--- src/rtl/ram8x8_block_reader_if.sv ---
// Purpose: groups the control, RAM read-port and sample-stream signals of the 8x8 block reader.
// Latency: none, this is wiring only.
// Backpressure: m_ready (master to slave) stalls the stream; the reader holds m_data while stalled.
interface ram8x8_block_reader_if #(
  parameter int WIDTH = 8
);
  logic             start;
  logic [1:0]       mode;
  logic             busy;
  logic             done;
  logic [5:0]       rd_addr;
  logic             rd_en;
  logic [WIDTH-1:0] ram_dout;
  logic [WIDTH-1:0] m_data;
  logic             m_valid;
  logic             m_ready;
  logic             m_last;

  // Reader's view of the bus.
  modport slave (
    input  start, mode, ram_dout, m_ready,
    output busy, done, rd_addr, rd_en, m_data, m_valid, m_last
  );

  // Surrounding system's view: control source, RAM and sample sink.
  modport master (
    output start, mode, ram_dout, m_ready,
    input  busy, done, rd_addr, rd_en, m_data, m_valid, m_last
  );
endinterface

--- src/rtl/ram8x8_block_reader.sv ---
// Purpose: reads one 8x8 block from the block RAM in raster, transposed or zigzag order and streams it.
// Latency: start at edge 0 -> first rd_en in cycle 1 -> first m_valid in cycle 3; done one cycle after the 64th beat.
// Backpressure: at most two samples are held (FIFO plus in-flight read); reads pause while m_ready is low.
module ram8x8_block_reader #(
  parameter int WIDTH = 8,
  parameter int BLK_N = 8
) (
  input  logic                  i_clk,
  input  logic                  i_rst,
  ram8x8_block_reader_if.slave  bus
);

  localparam logic [5:0] LAST_IDX = 6'(BLK_N * BLK_N - 1);

  // Zigzag scan position -> raster address.
  localparam logic [5:0] ZZ [64] = '{
    6'd0,  6'd1,  6'd8,  6'd16, 6'd9,  6'd2,  6'd3,  6'd10,
    6'd17, 6'd24, 6'd32, 6'd25, 6'd18, 6'd11, 6'd4,  6'd5,
    6'd12, 6'd19, 6'd26, 6'd33, 6'd40, 6'd48, 6'd41, 6'd34,
    6'd27, 6'd20, 6'd13, 6'd6,  6'd7,  6'd14, 6'd21, 6'd28,
    6'd35, 6'd42, 6'd49, 6'd56, 6'd57, 6'd50, 6'd43, 6'd36,
    6'd29, 6'd22, 6'd15, 6'd23, 6'd30, 6'd37, 6'd44, 6'd51,
    6'd58, 6'd59, 6'd52, 6'd45, 6'd38, 6'd31, 6'd39, 6'd46,
    6'd53, 6'd60, 6'd61, 6'd54, 6'd47, 6'd55, 6'd62, 6'd63
  };

  typedef enum logic {
    S_IDLE = 1'b0,
    S_RUN  = 1'b1
  } state_t;

  state_t           r_state;
  state_t           w_state_nxt;
  logic [1:0]       r_mode;
  logic [6:0]       r_k;         // issue index, bit 6 set once all 64 reads are issued
  logic [5:0]       r_o;         // output beat index
  logic             r_inflight;  // a read was issued last cycle; ram_dout is valid now
  logic             r_done;
  logic [WIDTH-1:0] r_fifo [2];
  logic             r_wr_ptr;
  logic             r_rd_ptr;
  logic [1:0]       r_count;

  logic             w_start_acc;
  logic             w_issue;
  logic             w_push;
  logic             w_pop;
  logic             w_last_hs;
  logic [1:0]       w_pending;
  logic [5:0]       w_addr;

  assign w_push    = r_inflight;
  assign w_pop     = (r_count != 2'd0) & bus.m_ready;
  assign w_last_hs = w_pop & (r_o == LAST_IDX);
  // Samples already committed to the output side: stored plus the one arriving from the RAM.
  assign w_pending = r_count + {1'b0, r_inflight};

  // State register.
  always_ff @(posedge i_clk or posedge i_rst) begin
    if (i_rst) begin
      r_state <= S_IDLE;
    end else begin
      r_state <= w_state_nxt;
    end
  end

  // Next state, start acceptance and read issue decision.
  always_comb begin
    w_state_nxt = r_state;
    w_start_acc = 1'b0;
    w_issue     = 1'b0;
    case (r_state)
      S_IDLE: begin
        if (bus.start) begin
          w_state_nxt = S_RUN;
          w_start_acc = 1'b1;
        end
      end
      S_RUN: begin
        // Issue only if the sample can be stored, counting a pop in this same cycle as freeing a slot.
        if (!r_k[6] && ((w_pending < 2'd2) || ((w_pending == 2'd2) && w_pop))) begin
          w_issue = 1'b1;
        end
        if (w_last_hs) begin
          w_state_nxt = S_IDLE;
        end
      end
      default: w_state_nxt = S_IDLE;
    endcase
  end

  // Map the issue index to a RAM address for the latched read order.
  always_comb begin
    w_addr = r_k[5:0];
    case (r_mode)
      2'd1:    w_addr = {r_k[2:0], r_k[5:3]};
      2'd2:    w_addr = ZZ[r_k[5:0]];
      default: w_addr = r_k[5:0];
    endcase
  end

  // Block counters, mode latch, in-flight flag and done pulse.
  always_ff @(posedge i_clk or posedge i_rst) begin
    if (i_rst) begin
      r_mode     <= 2'd0;
      r_k        <= 7'd0;
      r_o        <= 6'd0;
      r_inflight <= 1'b0;
      r_done     <= 1'b0;
    end else begin
      r_inflight <= w_issue;
      r_done     <= w_last_hs;
      if (w_start_acc) begin
        r_mode <= bus.mode;
        r_k    <= 7'd0;
        r_o    <= 6'd0;
      end else begin
        if (w_issue) begin
          r_k <= r_k + 7'd1;
        end
        if (w_pop) begin
          r_o <= r_o + 6'd1;
        end
      end
    end
  end

  // Two-entry output FIFO pointers and occupancy.
  always_ff @(posedge i_clk or posedge i_rst) begin
    if (i_rst) begin
      r_wr_ptr <= 1'b0;
      r_rd_ptr <= 1'b0;
      r_count  <= 2'd0;
    end else begin
      if (w_push) begin
        r_wr_ptr <= ~r_wr_ptr;
      end
      if (w_pop) begin
        r_rd_ptr <= ~r_rd_ptr;
      end
      case ({w_push, w_pop})
        2'b10:   r_count <= r_count + 2'd1;
        2'b01:   r_count <= r_count - 2'd1;
        default: r_count <= r_count;
      endcase
    end
  end

  // FIFO storage: capture the RAM word in the cycle after its read was issued.
  always_ff @(posedge i_clk) begin
    if (w_push) begin
      r_fifo[r_wr_ptr] <= bus.ram_dout;
    end
  end

  assign bus.busy    = (r_state == S_RUN);
  assign bus.done    = r_done;
  assign bus.rd_en   = w_issue;
  assign bus.rd_addr = w_addr;
  assign bus.m_valid = (r_count != 2'd0);
  assign bus.m_data  = r_fifo[r_rd_ptr];
  assign bus.m_last  = (r_count != 2'd0) & (r_o == LAST_IDX);

  a_no_overflow: assert property (@(posedge i_clk) disable iff (i_rst)
    !(w_push && !w_pop && (r_count == 2'd2)));

endmodule
--- src/flat_wrapper.sv ---
// flat-port wrapper written by rule: the top's interface ports become plain ports
module ram8x8_block_reader_flat 
#(
  parameter int WIDTH = 8,
  parameter int BLK_N = 8
)
  (i_clk, i_rst, bus_start, bus_mode, bus_ram_dout, bus_m_ready, bus_busy, bus_done, bus_rd_addr, bus_rd_en, bus_m_data, bus_m_valid, bus_m_last);
  ram8x8_block_reader_if #(.WIDTH(WIDTH)) bus_i ();
  input  logic i_clk;
  input  logic i_rst;
  input wire logic [$bits(bus_i.start)-1:0] bus_start;
  input wire logic [$bits(bus_i.mode)-1:0] bus_mode;
  input wire logic [$bits(bus_i.ram_dout)-1:0] bus_ram_dout;
  input wire logic [$bits(bus_i.m_ready)-1:0] bus_m_ready;
  output wire logic [$bits(bus_i.busy)-1:0] bus_busy;
  output wire logic [$bits(bus_i.done)-1:0] bus_done;
  output wire logic [$bits(bus_i.rd_addr)-1:0] bus_rd_addr;
  output wire logic [$bits(bus_i.rd_en)-1:0] bus_rd_en;
  output wire logic [$bits(bus_i.m_data)-1:0] bus_m_data;
  output wire logic [$bits(bus_i.m_valid)-1:0] bus_m_valid;
  output wire logic [$bits(bus_i.m_last)-1:0] bus_m_last;
  assign bus_i.start = bus_start;
  assign bus_i.mode = bus_mode;
  assign bus_i.ram_dout = bus_ram_dout;
  assign bus_i.m_ready = bus_m_ready;
  assign bus_busy = bus_i.busy;
  assign bus_done = bus_i.done;
  assign bus_rd_addr = bus_i.rd_addr;
  assign bus_rd_en = bus_i.rd_en;
  assign bus_m_data = bus_i.m_data;
  assign bus_m_valid = bus_i.m_valid;
  assign bus_m_last = bus_i.m_last;
  ram8x8_block_reader #(.WIDTH(WIDTH), .BLK_N(BLK_N)) u_core (.i_clk(i_clk), .i_rst(i_rst), .bus(bus_i));
endmodule
--- config.mk ---
export PLATFORM = sky130hd
export DESIGN_NAME = ram8x8_block_reader_flat
export DESIGN_NICKNAME = d
export VERILOG_FILES = /design/src/rtl/ram8x8_block_reader_if.sv /design/src/rtl/ram8x8_block_reader.sv /design/src/flat_wrapper.sv
export SDC_FILE = /design/constraint.sdc
export NUM_CORES = 1
export LEC_CHECK = 0
export ABC_AREA = 1
export ABC_CLOCK_PERIOD_IN_PS = 2590
export CORE_MARGIN = 2
export CORE_UTILIZATION = 34
export CTS_CLUSTER_DIAMETER = 30
export DETAILED_ROUTE_END_ITERATION = 8
export PLACE_DENSITY_LB_ADDON = 0.25
export SLEW_MARGIN = 20
export SYNTH_ARGS = -nofsm -noshare
export SYNTH_HDL_FRONTEND = slang
export SYNTH_SLANG_ARGS = --single-unit
--- constraint.sdc ---
create_clock -name i_clk -period 2.59 [get_ports i_clk]
set_input_delay 0.777 -clock i_clk [delete_from_list [all_inputs] [get_ports i_clk]]
set_output_delay 0.777 -clock i_clk [all_outputs]
set_load 0.02 [all_outputs]
# Word level (Yosys, flattened, before mapping)
# Memory sizes are Yosys's and may differ from the RTL's.
# Index checks and enable logic that the tools add are counted.
# op_classes
addsub	5
order_cmp	2
eq_ne	6
n_mux	16
bitwise_logic	7
reduce_logical	8
# ops
operator	n
two-way mux 6 bit	4
two-way mux 7 bit	2
one-hot mux 6 bit (2 select lines)	1
nonzero test 2 bit	4
adder 7 x 1 -> 7 bit, second input constant	1
greater-or-equal comparator 7 bit, second input constant	1
two-way mux 1 bit	7
NOT 6 -> 7 bit	1
adder 6 x 1 -> 6 bit, second input constant	1
equality test 2 bit, second input constant	3
equality test 6 bit, second input constant	1
equality test 2 x 1 -> 1 bit, second input constant	2
one-hot mux 2 bit (2 select lines)	1
bitwise AND 1 bit	3
NOT 1 bit	3
adder 2 x 1 -> 2 bit	1
adder 2 x 1 -> 2 bit, second input constant	1
logical AND 1 bit	2
less-than comparator 2 bit, second input constant	1
one-hot mux 1 bit (2 select lines)	1
subtractor 2 x 1 -> 2 bit, second input constant	1
zero test 1 bit	1
logical OR 1 bit	1
# word_totals
reg_bits	22
ram_bits	16
mem_bits_ro	384
input_bits	14
output_inout_bits	19
elab_cells	55
memories	2
# memory_table
memory	words	width	read_ports	rd_ports_with_merged_regs	write_ports	line_no	text
(name not given)	64	6	1	0	0	ram8x8_block_reader.sv:97	2'd2: w_addr = ZZ[r_k[5:0]];
u_core.r_fifo	2	8	1	0	1	ram8x8_block_reader.sv:39	logic [WIDTH-1:0] r_fifo [2];

# Longest topological paths before layout
# depth
ltp_word	9
mapped_depth	11
ltp_nobuf	11

# Least setup slack after synthesis
# Ideal clock, no wire load.
# synth_timing
path_kind	reg2out
from	register u_core.r_k[1]
to	output bus_rd_addr[0]
arrival_ns	1.823
required_time_ns	1.813
path_slack_ns	-0.010
stages_incl_launch_ff	12
path_buffers	0
cell_sequence	dfrtp_1 > inv_1 > ha_1 > inv_1 > nand2_1 > nand3_1 > nand2_1 > nand2_1 > nand2_1 > nand2_1 > nand3_1 > a21oi_1
# synth_via
elab_chain_len	5
# synth_rtl
item	line_no	text
from (decl)	ram8x8_block_reader.sv:35	logic [6:0] r_k;
from (signal assigned)	ram8x8_block_reader.sv:119	r_k <= r_k + 7'd1;
NOT 6 -> 7 bit (implied by the code)	ram8x8_block_reader.sv:97	
memory (64 x 6 bit)	n/a	
two-way mux 6 bit (implied by the code) (2 in series)	ram8x8_block_reader.sv:97	
one-hot mux 6 bit (2 select lines)	ram8x8_block_reader.sv:95	case (r_mode)
to (decl)	flat_wrapper.sv:17	output wire logic [$bits(bus_i.rd_addr)-1:0] bus_rd_addr;
# No other way between the ends. The select of a mux whose other input is x is not followed.

# Worst setup path in the final report
# layout_timing
from	register u_core.r_k[0]
to	output bus_rd_addr[3]
# layout_via
elab_chain_len	5
# layout_rtl
item	line_no
NOT 6 -> 7 bit (implied by the code)	ram8x8_block_reader.sv:97
memory (64 x 6 bit)	n/a
two-way mux 6 bit (implied by the code) (2 in series)	ram8x8_block_reader.sv:97
one-hot mux 6 bit (2 select lines) (*)	ram8x8_block_reader.sv:95
# Every way passes the cells marked *; elsewhere a longest branch is shown, timed or not. The select of a mux whose other input is x is not followed.

==> results.rst <==
.. list-table::
   :header-rows: 1

   * - Metric
     - Value
   * - Cell internal power dissipation
     - between 2 and 3 mW
   * - Fmax
     - 367 MHz
   * - Failing checks
     - setup timing
   * - Clock tree from TritonCTS
     - done
   * - Via/cell ratio
     - slightly below 5
   * - Post-synthesis cell area
     - 0.00249 mm²
   * - Starting density of the core
     - between 30% and 40%
   * - Ratio of cells with drive above 1 in the final layout
     - between 20% and 30%
   * - H-tree depth
     - 2
   * - Number of buffers added to fix hold violations after cts
     - 0
   * - Count of flip-flops with a built-in enable after synthesis
     - 16
   * - Vias in the first global route
     - about 2200
   * - Detailed-route DRC error count
     - 0
   * - WP buf/inv
     - 4
   * - Critical path arrival
     - around 2.0 ns
   * - Element type at the critical path start
     - flip-flop
   * - Drt first pass iters
     - 4
   * - Most common flop cell mapped by yosys
     - sky130_fd_sc_hd__dfrtp_1
   * - Slowest Stage Delay on Critical Path
     - between 0.3 and 0.4 ns
   * - Crit path max fanout
     - 8
   * - Leading post-synthesis cells by instance count
     - sky130_fd_sc_hd__nand2_1, sky130_fd_sc_hd__inv_1, sky130_fd_sc_hd__nand3_1
   * - Clock tree root buffer cell
     - sky130_fd_sc_hd__clkbuf_8
   * - Kind of capture point of the worst setup path
     - output port
   * - WL/cell
     - 13.0 µm
   * - Combinational Power Share
     - a little over two thirds
   * - Hold path cells
     - 1
   * - Dominant cell by count in the synthesized netlist
     - sky130_fd_sc_hd__nand2_1
   * - Fraction of registers with async set or reset after synthesis
     - 57.9%
   * - Power per unit of standard cell area
     - 1310 mW/mm²
   * - Area added between synthesis and finish
     - 44.3%
   * - Setup repair after global routing missed its margin
     - yes
   * - Cell count along the critical path
     - 10
   * - Wire length reported by the detailed router
     - about 6.5 mm
   * - Fin area
     - 0.00359 mm²
   * - Setup violation total in the final timing report
     - 5
   * - HP Class
     - flip-flop to flip-flop
   * - Count of antenna-violating nets left after detailed routing
     - 0
   * - Antenna Diode Count
     - 0
   * - CTS clock-pin slew for the worst setup and hold paths
     - 0.07 ns
   * - Worst-case headroom to the max-slew limit
     - 53.0%
   * - Cells after synthesis
     - 322
   * - Width of the die
     - 89.6 µm
   * - Total I/O pin count
     - 33
   * - Remaining Overflow, GRT
     - 0
   * - Overall fraction of global-route tracks in use
     - 16.4%
   * - Non-filler cells, final
     - 502
   * - Placed Cells incl. Taps
     - 484
   * - Clock tree skew after final layout
     - 0.00327 ns
   * - Die height
     - between 80 and 90 µm
   * - Power spent charging and discharging nets
     - between 2 and 2.5 mW
   * - Sequential area share after synthesis
     - 41.4%
   * - Switching fraction of total power
     - 46.7%
   * - Required time at the worst-slack endpoint
     - between 1.5 and 2 ns
   * - Gpl congestion
     - 1.00
   * - Bufs on Longest Clock Path
     - 2
   * - Cell with the largest stage delay on the worst path
     - sky130_fd_sc_hd__dfrtp_1
   * - Share of the clock period used by the worst path after layout
     - 105%
   * - Cell chain of the critical path
     - inv_2, buf_12, ha_4, inv_2, a21oi_2, o21ai_2, o21ai_2, nand2_1, a21oi_2, buf_6
   * - Post-Syn Nets
     - 356
   * - Library cell occupying the most area in the post-synthesis netlist
     - sky130_fd_sc_hd__dfrtp_1
   * - Wire length of the first global-routing pass
     - 10.3 mm
   * - Clock latency of the later-clocked register in the worst-skew pair
     - 0.28 ns
   * - Final hold violation count
     - 0
   * - Top cells by area in the synthesized netlist
     - sky130_fd_sc_hd__dfrtp_1, sky130_fd_sc_hd__edfxtp_1, sky130_fd_sc_hd__nand2_1, sky130_fd_sc_hd__ha_1, sky130_fd_sc_hd__nand3_1
   * - First DRT Iteration DRCs
     - 81
   * - Sinks on the clock net
     - 38
   * - Synthesized area divided by synthesized cell count
     - between 7 and 8 µm²
   * - Maximum number of pins on one net before global-route repair
     - 23
   * - Count of state elements after synthesis
     - 38
   * - Die Outline Area
     - 0.00802 mm²
   * - DP HPWL
     - 4.63 mm
   * - Max-Cap Viols
     - 0
   * - Fin crit period
     - 2.73 ns
   * - Area after detailed placement
     - 0.00319 mm²
   * - Area of the placeable core
     - a little over 0.007 mm²
   * - Antenna violations before repair
     - 0
   * - Cell variety after synth
     - 33
   * - Worst-case vdd ir drop
     - 0.625 mV
   * - Worst Reg-to-Reg Cells
     - 9
   * - Total number of placement rows
     - 31
   * - Crit path max-delay family
     - compound AO/OA/AOI/OAI gates
   * - Number of buffer cells added on primary ports
     - 32
   * - Routed vias
     - 2415
   * - Fraction of power consumed by sequential logic
     - 21.3%
   * - Final nets
     - 436
   * - Setup WS post-layout
     - -0.135 ns
   * - Result of the run
     - complete, but fails checks
   * - Number of max-slew violations in the final report
     - 0
   * - Synth top area share
     - 22.1%
   * - Type of the worst setup path
     - flip-flop to output port
   * - Clock network fraction of design power
     - 8.0%
   * - Slew @ Worst Pin
     - roughly 0.70 ns
   * - YS warnings
     - 0
   * - Leakage
     - 1.66 nW
   * - Num CTS Buffers
     - 5
## cells in the final DEF (no fill, tap or decap), types with 2 or more instances in the layout
cell type | synthesis | layout
sky130_fd_sc_hd__ha_4 | 0 | 9
sky130_fd_sc_hd__inv_1 | 33 | 26
sky130_fd_sc_hd__nand2_1 | 103 | 93
sky130_fd_sc_hd__dfrtp_1 | 22 | 20
sky130_fd_sc_hd__clkinv_1 | 1 | 2
sky130_fd_sc_hd__nor2_2 | 1 | 2
sky130_fd_sc_hd__clkbuf_8 | 0 | 5
sky130_fd_sc_hd__xor2_1 | 5 | 5
sky130_fd_sc_hd__edfxtp_1 | 16 | 16
sky130_fd_sc_hd__clkdlybuf4s50_1 | 0 | 24
sky130_fd_sc_hd__nor2_1 | 19 | 18
sky130_fd_sc_hd__o21ai_1 | 3 | 3
sky130_fd_sc_hd__buf_8 | 0 | 2
sky130_fd_sc_hd__ha_1 | 20 | 9
sky130_fd_sc_hd__o21ai_2 | 2 | 4
sky130_fd_sc_hd__a21oi_2 | 0 | 6
sky130_fd_sc_hd__buf_6 | 1 | 7
sky130_fd_sc_hd__nor3_1 | 5 | 5
sky130_fd_sc_hd__buf_4 | 3 | 46
sky130_fd_sc_hd__nand3_1 | 26 | 21
sky130_fd_sc_hd__inv_2 | 4 | 9
sky130_fd_sc_hd__dfrtp_2 | 0 | 2
sky130_fd_sc_hd__o21ai_0 | 15 | 12
sky130_fd_sc_hd__a21oi_1 | 22 | 16
sky130_fd_sc_hd__o22ai_1 | 3 | 3
sky130_fd_sc_hd__inv_4 | 0 | 2
sky130_fd_sc_hd__ha_2 | 0 | 2
sky130_fd_sc_hd__nand2_2 | 2 | 12
sky130_fd_sc_hd__nand4_1 | 2 | 2
sky130_fd_sc_hd__nand3_2 | 0 | 5
## repair_timing
action,CTS,global route
setup endpoints to repair,8,7
pin swaps,6,25
resized for setup,61,43
buffers inserted,4,6
hold endpoints to repair,0,0
## final timing paths
kind | start | endpoint | slack [ns]
worst max-delay path | u_core.r_k[0]$_DFFE_PP0P_ | bus_rd_addr[3] | -0.14
min in group asynchronous | i_rst | u_core.r_k[2]$_DFFE_PP0P_ | 0.83
worst max register to register | u_core.r_count[0]$_DFFE_PP0P_ | u_core.r_count[1]$_DFFE_PP0P_ | 0.89
max in group asynchronous | i_rst | u_core.r_k[4]$_DFFE_PP0P_ | 1.52
worst min-delay path | u_core.r_wr_ptr$_DFFE_PP0P_ | u_core.r_wr_ptr$_DFFE_PP0P_ | 0.51
worst min register to register | u_core.r_wr_ptr$_DFFE_PP0P_ | u_core.r_wr_ptr$_DFFE_PP0P_ | 0.51
## area by class of cell
class	instances	area, µm²
Fill cell	695	3580
Multi-Input combinational cell	238	1480
Sequential cell	38	1030
Timing Repair Buffer	81	723
Inverter	38	148
Tap cell	99	124
Clock buffer	6	72.6
Clock inverter	2	8.76
## cells by family (layout without fill, tap and decap cells)
family | count (synthesis) | after routing | share of synthesized area, %
buf+inv | 46 | 127 | 7.74
xor+xnor | 6 | 6 | 2.11
flops | 38 | 38 | 41.4
fa+ha+maj | 20 | 20 | 10.1
simple gates | 161 | 161 | 27.3
compound gates | 51 | 51 | 11.4
## state kept, by name, summed over array words and instances, names as in the netlist
signal             cells
u_core.r_fifo         16
u_core.r_wr_ptr        1
u_core.r_inflight      1
u_core.r_rd_ptr        1
u_core.r_k             7
u_core.r_count         2
u_core.r_o             6
u_core.r_mode          2
u_core.bus.done        1
u_core.bus.busy        1
## power groups by stage
stage                     clock, mW  combinational, mW  sequential (mW)
after detailed placement          0               2.74            0.991
after floorplan                   0               1.64            0.973
final                         0.375               3.34             1.00
after global placement            0               2.74            0.991
after global routing          0.422               3.66             1.03
after CTS                     0.388               2.95            0.992
## per-stage QoR
stage	TNS, ns	hold WS, ns	utilization (%)	worst slack (ns)	total power, mW
6_report	-0.423	0.506	50.1	-0.135	4.72
3_5_place_dp	-1.90	0.498	44.5	-0.457	3.73
2_1_floorplan	0	0.461	-	0.0149	2.61
3_3_place_gp	-1.99	0.475	44.5	-0.442	3.73
4_1_cts	-0.321	0.509	47.4	-0.116	4.33
5_1_grt	-1.00	0.544	50.1	-0.233	5.11
## per-layer routing
| layer | GRT usage, % | up-vias | share of wire (%) |
|---|---|---|---|
| li1 | - | 1216 | - |
| met1 | 23.1 | 1117 | 46 |
| met2 | 26.6 | 75 | 47 |
| met3 | 2.83 | 7 | 6.5 |
| met4 | 3.66 | 0 | 0.94 |
| met5 | 0 | - | 0 |
No activity file was read; power rests on OpenSTA's default activity.
